File: config.mk
export PLATFORM = sky130hd
export DESIGN_NAME = mux8_rr_sched
export DESIGN_NICKNAME = d
export VERILOG_FILES = /design/src/rtl/mux8_rr_sched.sv
export SDC_FILE = /design/constraint.sdc
export NUM_CORES = 1
export LEC_CHECK = 0
export CORE_MARGIN = 10
export CORE_UTILIZATION = 45
export CTS_BUF_LIST = sky130_fd_sc_hd__clkbuf_8
export DETAILED_ROUTE_END_ITERATION = 8
export GPL_ROUTABILITY_DRIVEN = 0
export GPL_TIMING_DRIVEN = 0
export PLACE_DENSITY = 0.71
export SETUP_SLACK_MARGIN = 0.1
export SLEW_MARGIN = 20
export SYNTH_ARGS = -nofsm -noshare
export SYNTH_HDL_FRONTEND = slang
export SYNTH_SLANG_ARGS = --single-unit
File: constraint.sdc
create_clock -name clk -period 3.2 [get_ports clk]
set_clock_uncertainty 0.1 [all_clocks]
set_input_delay 0.64 -clock clk [delete_from_list [all_inputs] [get_ports clk]]
set_output_delay 0.64 -clock clk [all_outputs]
set_load 0.03 [all_outputs]
File: src/rtl/mux8_rr_sched.sv
// Round-robin scheduler for an 8:1 bit mux: one-hot grants, bounded bursts, valid/ready output.
// Define MUX8_SCHED_PRIO_EN to add a prio input that narrows the IDLE candidate set.
module mux8_rr_sched #(
    parameter int BURST_MAX = 8
) (
    input  logic       clk,
    input  logic       rst_n,
    input  logic [7:0] req,
    input  logic [7:0] i,
`ifdef MUX8_SCHED_PRIO_EN
    input  logic [7:0] prio,
`endif
    input  logic       ready,
    output logic [7:0] gnt,
    output logic [2:0] sel,
    output logic       y,
    output logic       valid,
    output logic       busy
);

    typedef enum logic {
        IDLE = 1'b0,
        XFER = 1'b1
    } state_t;

    localparam logic [7:0] LAST_BEAT = 8'(BURST_MAX - 1);

    state_t     state_q, state_d;
    logic [2:0] ptr_q,   ptr_d;
    logic [2:0] sel_q,   sel_d;
    logic [7:0] gnt_q,   gnt_d;
    logic [7:0] cnt_q,   cnt_d;

    logic [7:0] cand;
    logic [2:0] winner;
    logic       has_cand;
    logic       beat;

`ifdef MUX8_SCHED_PRIO_EN
    // Prioritised requesters win when any of them is asking; round-robin still applies inside the set.
    assign cand = ((req & prio) != 8'h00) ? (req & prio) : req;
`else
    assign cand = req;
`endif

    // First set candidate scanning ptr, ptr+1, ... ptr+7 with natural 3-bit wrap.
    always_comb begin
        logic [2:0] idx;
        has_cand = 1'b0;
        winner   = ptr_q;
        for (int k = 0; k < 8; k++) begin
            idx = ptr_q + 3'(k);
            if (!has_cand && cand[idx]) begin
                has_cand = 1'b1;
                winner   = idx;
            end
        end
    end

    assign valid = (state_q == XFER) && req[sel_q];
    assign y     = valid & i[sel_q];
    assign busy  = (state_q == XFER);
    assign gnt   = gnt_q;
    assign sel   = sel_q;
    assign beat  = valid & ready;

    always_comb begin
        // NOTE: every always_comb output gets a default first so no path can infer a latch.
        state_d = state_q;
        ptr_d   = ptr_q;
        sel_d   = sel_q;
        gnt_d   = gnt_q;
        cnt_d   = cnt_q;

        unique case (state_q)
            IDLE: begin
                if (has_cand) begin
                    state_d = XFER;
                    sel_d   = winner;
                    gnt_d   = 8'h01 << winner;
                    cnt_d   = 8'h00;
                end
            end
            XFER: begin
                if (!req[sel_q]) begin
                    state_d = IDLE;
                    gnt_d   = 8'h00;
                    ptr_d   = sel_q + 3'd1;
                end else if (beat) begin
                    cnt_d = cnt_q + 8'd1;
                    if (cnt_q == LAST_BEAT) begin
                        state_d = IDLE;
                        gnt_d   = 8'h00;
                        ptr_d   = sel_q + 3'd1;
                    end
                end
            end
            default: state_d = IDLE;
        endcase
    end

    always_ff @(posedge clk or negedge rst_n) begin
        if (!rst_n) begin
            state_q <= IDLE;
            ptr_q   <= 3'd0;
            sel_q   <= 3'd0;
            gnt_q   <= 8'h00;
            cnt_q   <= 8'h00;
        end else begin
            // NOTE: non-blocking assignments so every register samples pre-edge values together.
            state_q <= state_d;
            ptr_q   <= ptr_d;
            sel_q   <= sel_d;
            gnt_q   <= gnt_d;
            cnt_q   <= cnt_d;
        end
    end

endmodule

==> results of run 1 <==
[logic make-up after synthesis]
| family | share of synthesized area [%] |
|---|---|
| mux | 26.1 |
| buf+inv | 4.31 |
| simple gates | 17.0 |
| fa+ha+maj | 2.36 |
| compound gates | 17.7 |
| flops | 27.2 |
| xor+xnor | 5.38 |
[cell type report]
cell class	instances	area, um2	share of cell area (%)
plain buffers	12	108	3.70
clock buffers	3	41.3	1.42
clock inverters	1	5.00	0.172
inverters	5	31.3	1.08
multi-input cells	172	1600	55.2
flip-flops and latches	23	576	19.8
well taps	52	65.1	2.24
repair buffers	53	478	16.4
[sequential cells by signal, summed over array words and instances (netlist names)]
register and cells:
busy 1, cnt_q 8, gnt 8, ptr_q 3, sel 3
[critical path, cell delays in order (launching register included)]
cell and delay, ns:
dfrtp_1 0.41, buf_6 0.14, inv_6 0.05, ha_4 0.20, buf_12 0.14, mux2i_4 0.18
mux4_2 0.60, a22o_4 0.31, and4b_4 0.18, a222oi_1 0.31, buf_4 0.21, xnor2_4 0.11
mux2_4 0.27
[synthesized netlist by cell type (2+ instances only)]
| cell type | instances |
|---|---|
| and3_1 | 2 |
| a222oi_1 | 2 |
| mux2i_1 | 8 |
| nor2b_1 | 9 |
| mux2_2 | 10 |
| nand2_1 | 26 |
| o31ai_1 | 9 |
| nor2_1 | 15 |
| inv_1 | 5 |
| o2bb2ai_1 | 2 |
| xnor2_1 | 6 |
| o31a_1 | 2 |
| a21oi_1 | 5 |
| o22ai_1 | 2 |
| a31oi_1 | 2 |
| o211ai_1 | 2 |
| a32o_1 | 2 |
| mux4_2 | 14 |
| nand2b_1 | 6 |
| ha_1 | 4 |
| a221o_1 | 3 |
| xor2_1 | 7 |
| buf_6 | 3 |
| clkbuf_1 | 6 |
| nand4_1 | 2 |
| mux2_1 | 4 |
| a21o_1 | 3 |
| dfrtp_1 | 23 |
| and2_1 | 2 |
| or3_1 | 2 |
| o21ai_0 | 5 |
[routing by layer]
layer  track usage (%)  wire [um]  vias up
met5                 0          0        -
met4              2.79         66        0
met3              4.23        459        9
met2              22.6       2690       73
met1              20.4       2400      917
li1                  -          -      935
[repair_timing]
item | 4_1_cts | 5_1_grt
setup endpoints to repair | 22 | 14
setup buffers | 11 | 10
gates resized for setup | 25 | 20
pin swaps | 8 | 7
cloned | 0 | 0
[through the flow]
| step | util [%] | hold slack [ns] |
|---|---|---|
| 6_report | 65.4 | 0.232 |
| 5_1_grt | 65.4 | 0.269 |
| 4_1_cts | 62.0 | 0.391 |
| 3_5_place_dp | 57.5 | 0.370 |
| 3_3_place_gp | 57.5 | 0.365 |
| 2_1_floorplan | - | 0.244 |
[worst paths after layout]
check,startpoint,to,slack (ns),cells after the start
worst max-delay path,ptr_q[1]$_DFFE_PN0P_,sel[0]$_DFFE_PN0P_,-0.15,12
min in group clk,gnt[5]$_DFFE_PN0P_,gnt[5]$_DFFE_PN0P_,0.39,2
worst min register to register,gnt[5]$_DFFE_PN0P_,gnt[5]$_DFFE_PN0P_,0.39,2
worst min-delay path,rst_n,gnt[6]$_DFFE_PN0P_,0.23,1
worst max register to register,ptr_q[1]$_DFFE_PN0P_,sel[0]$_DFFE_PN0P_,-0.15,12
max in group asynchronous,rst_n,ptr_q[0]$_DFFE_PN0P_,2.42,1
==> impl_metrics.env, run 1 <==
export IMPL_cts_buffer_depth=2
export IMPL_place_ws_ns=-0.601
export IMPL_dp_hpwl_um=4070
export IMPL_cp_start_kind="flip-flop"
export IMPL_die_y_um=88.6
export IMPL_ys_flop_type="dfrtp_1"
export IMPL_viasPerCell=6.02
export IMPL_layout_commonest_cell="nand2_1"
export IMPL_worstSkewPairLatency_ns=0.26
export IMPL_ant_nets=0
export IMPL_synth_top_area_share_pct=27.2
export IMPL_drc=0
export IMPL_antenna_found_initial=0
export IMPL_synth_edf_count=0
export IMPL_wl_per_cell_um=17.5
export IMPL_synth_seq_cells=23
export IMPL_yosysWarnings=0
export IMPL_final_cells=321
export IMPL_core_area_mm2=0.00444
export IMPL_max_slew_margin_pct=63.5
export IMPL_n_fill_cell=356
export IMPL_maxCapViolations=0
export IMPL_cts_hold_fix_buffers=0
export IMPL_violations="setup timing"
export IMPL_cts_sinks=23
export IMPL_fmax_ghz=0.299
export IMPL_cts_tree="done"
export IMPL_rsz0062_at_grt="yes"
export IMPL_first_iter_violations=166
export IMPL_antenna_cells=0
export IMPL_cp_arrival_ns=3.40
export IMPL_grt_max_degree=24
export IMPL_htree_levels=1
export IMPL_clk_pin_slew_ns=0.08
export IMPL_final_max_slew_violation_count=0
export IMPL_fin_tns_setup_ns=-0.908
export IMPL_synthTopCellsByArea="dfrtp_1 27%, mux4_2 15%, mux2_2 5.3%"
export IMPL_grt_pass1_vias=1905
export IMPL_drive_above_1_share_pct=30.1
export IMPL_post_dp_cell_area_mm2=0.00256
export IMPL_status="complete, but fails checks"
export IMPL_crit_path_end_kind="flip-flop"
export IMPL_cts_buffers=3
export IMPL_nets=293
export IMPL_vias=1934
export IMPL_grtUsageTotal_pct=14.8
export IMPL_fin_crit_ns=3.35
export IMPL_place_inst=296
export IMPL_die_area_mm2=0.00785
export IMPL_ios=33
export IMPL_drt_wl_total_um=5610
export IMPL_ys_types=50
export IMPL_portBuffers=32
export IMPL_async_flop_share_pct=100
export IMPL_synthCells=212
export IMPL_firstDrtPassIters=5
export IMPL_path_class="reg -> reg"
export IMPL_critPathMaxFanout=7
export IMPL_grt_overflow_total=0
export IMPL_postSynthNetCount=235
export IMPL_ys_seq_area_share_pct=27.2
export IMPL_row_count=24
export IMPL_tightest_slew_ns=0.544
export IMPL_fin_crit_sh_pct=105
export IMPL_grt_pass1_wl_um=9420
export IMPL_fin_ws_ns=-0.145
export IMPL_hold_viol_final=0
export IMPL_finalSetupViolCount=11
export IMPL_synth_area_per_cell_um2=9.99
export IMPL_syn2layout_area_growth_pct=37.3
export IMPL_initial_core_util_pct=47.7
export IMPL_netlist_area_mm2=0.00212
export IMPL_mostFrequentLayoutCells="26 x nand2_1, 23 x dfrtp_1, 21 x clkdlybuf4s50_1"
export IMPL_cts_root_buf="clkbuf_8"
export IMPL_stdcell_area_mm2=0.00291
export IMPL_die_w_um=88.6
export IMPL_hp_class="in -> async"
export IMPL_required_ns=3.25
export IMPL_synth_top_area_cell="dfrtp_1"
Power of run 1 is not shown: default switching activity piles up to over one toggle a cycle in this logic, so the estimate is an artifact.
==> run 2: changes to the inputs <==
--- a/config.mk
+++ b/config.mk
@@ -5,6 +5,7 @@
 export SDC_FILE = /design/constraint.sdc
 export NUM_CORES = 1
 export LEC_CHECK = 0
+export CAP_MARGIN = 20
 export CORE_MARGIN = 10
 export CORE_UTILIZATION = 45
 export CTS_BUF_LIST = sky130_fd_sc_hd__clkbuf_8
==> results of run 2 <==
No change in the layout: final DEF, timing and power equal those of run 1.
Power of run 2 is left out for the same reason.
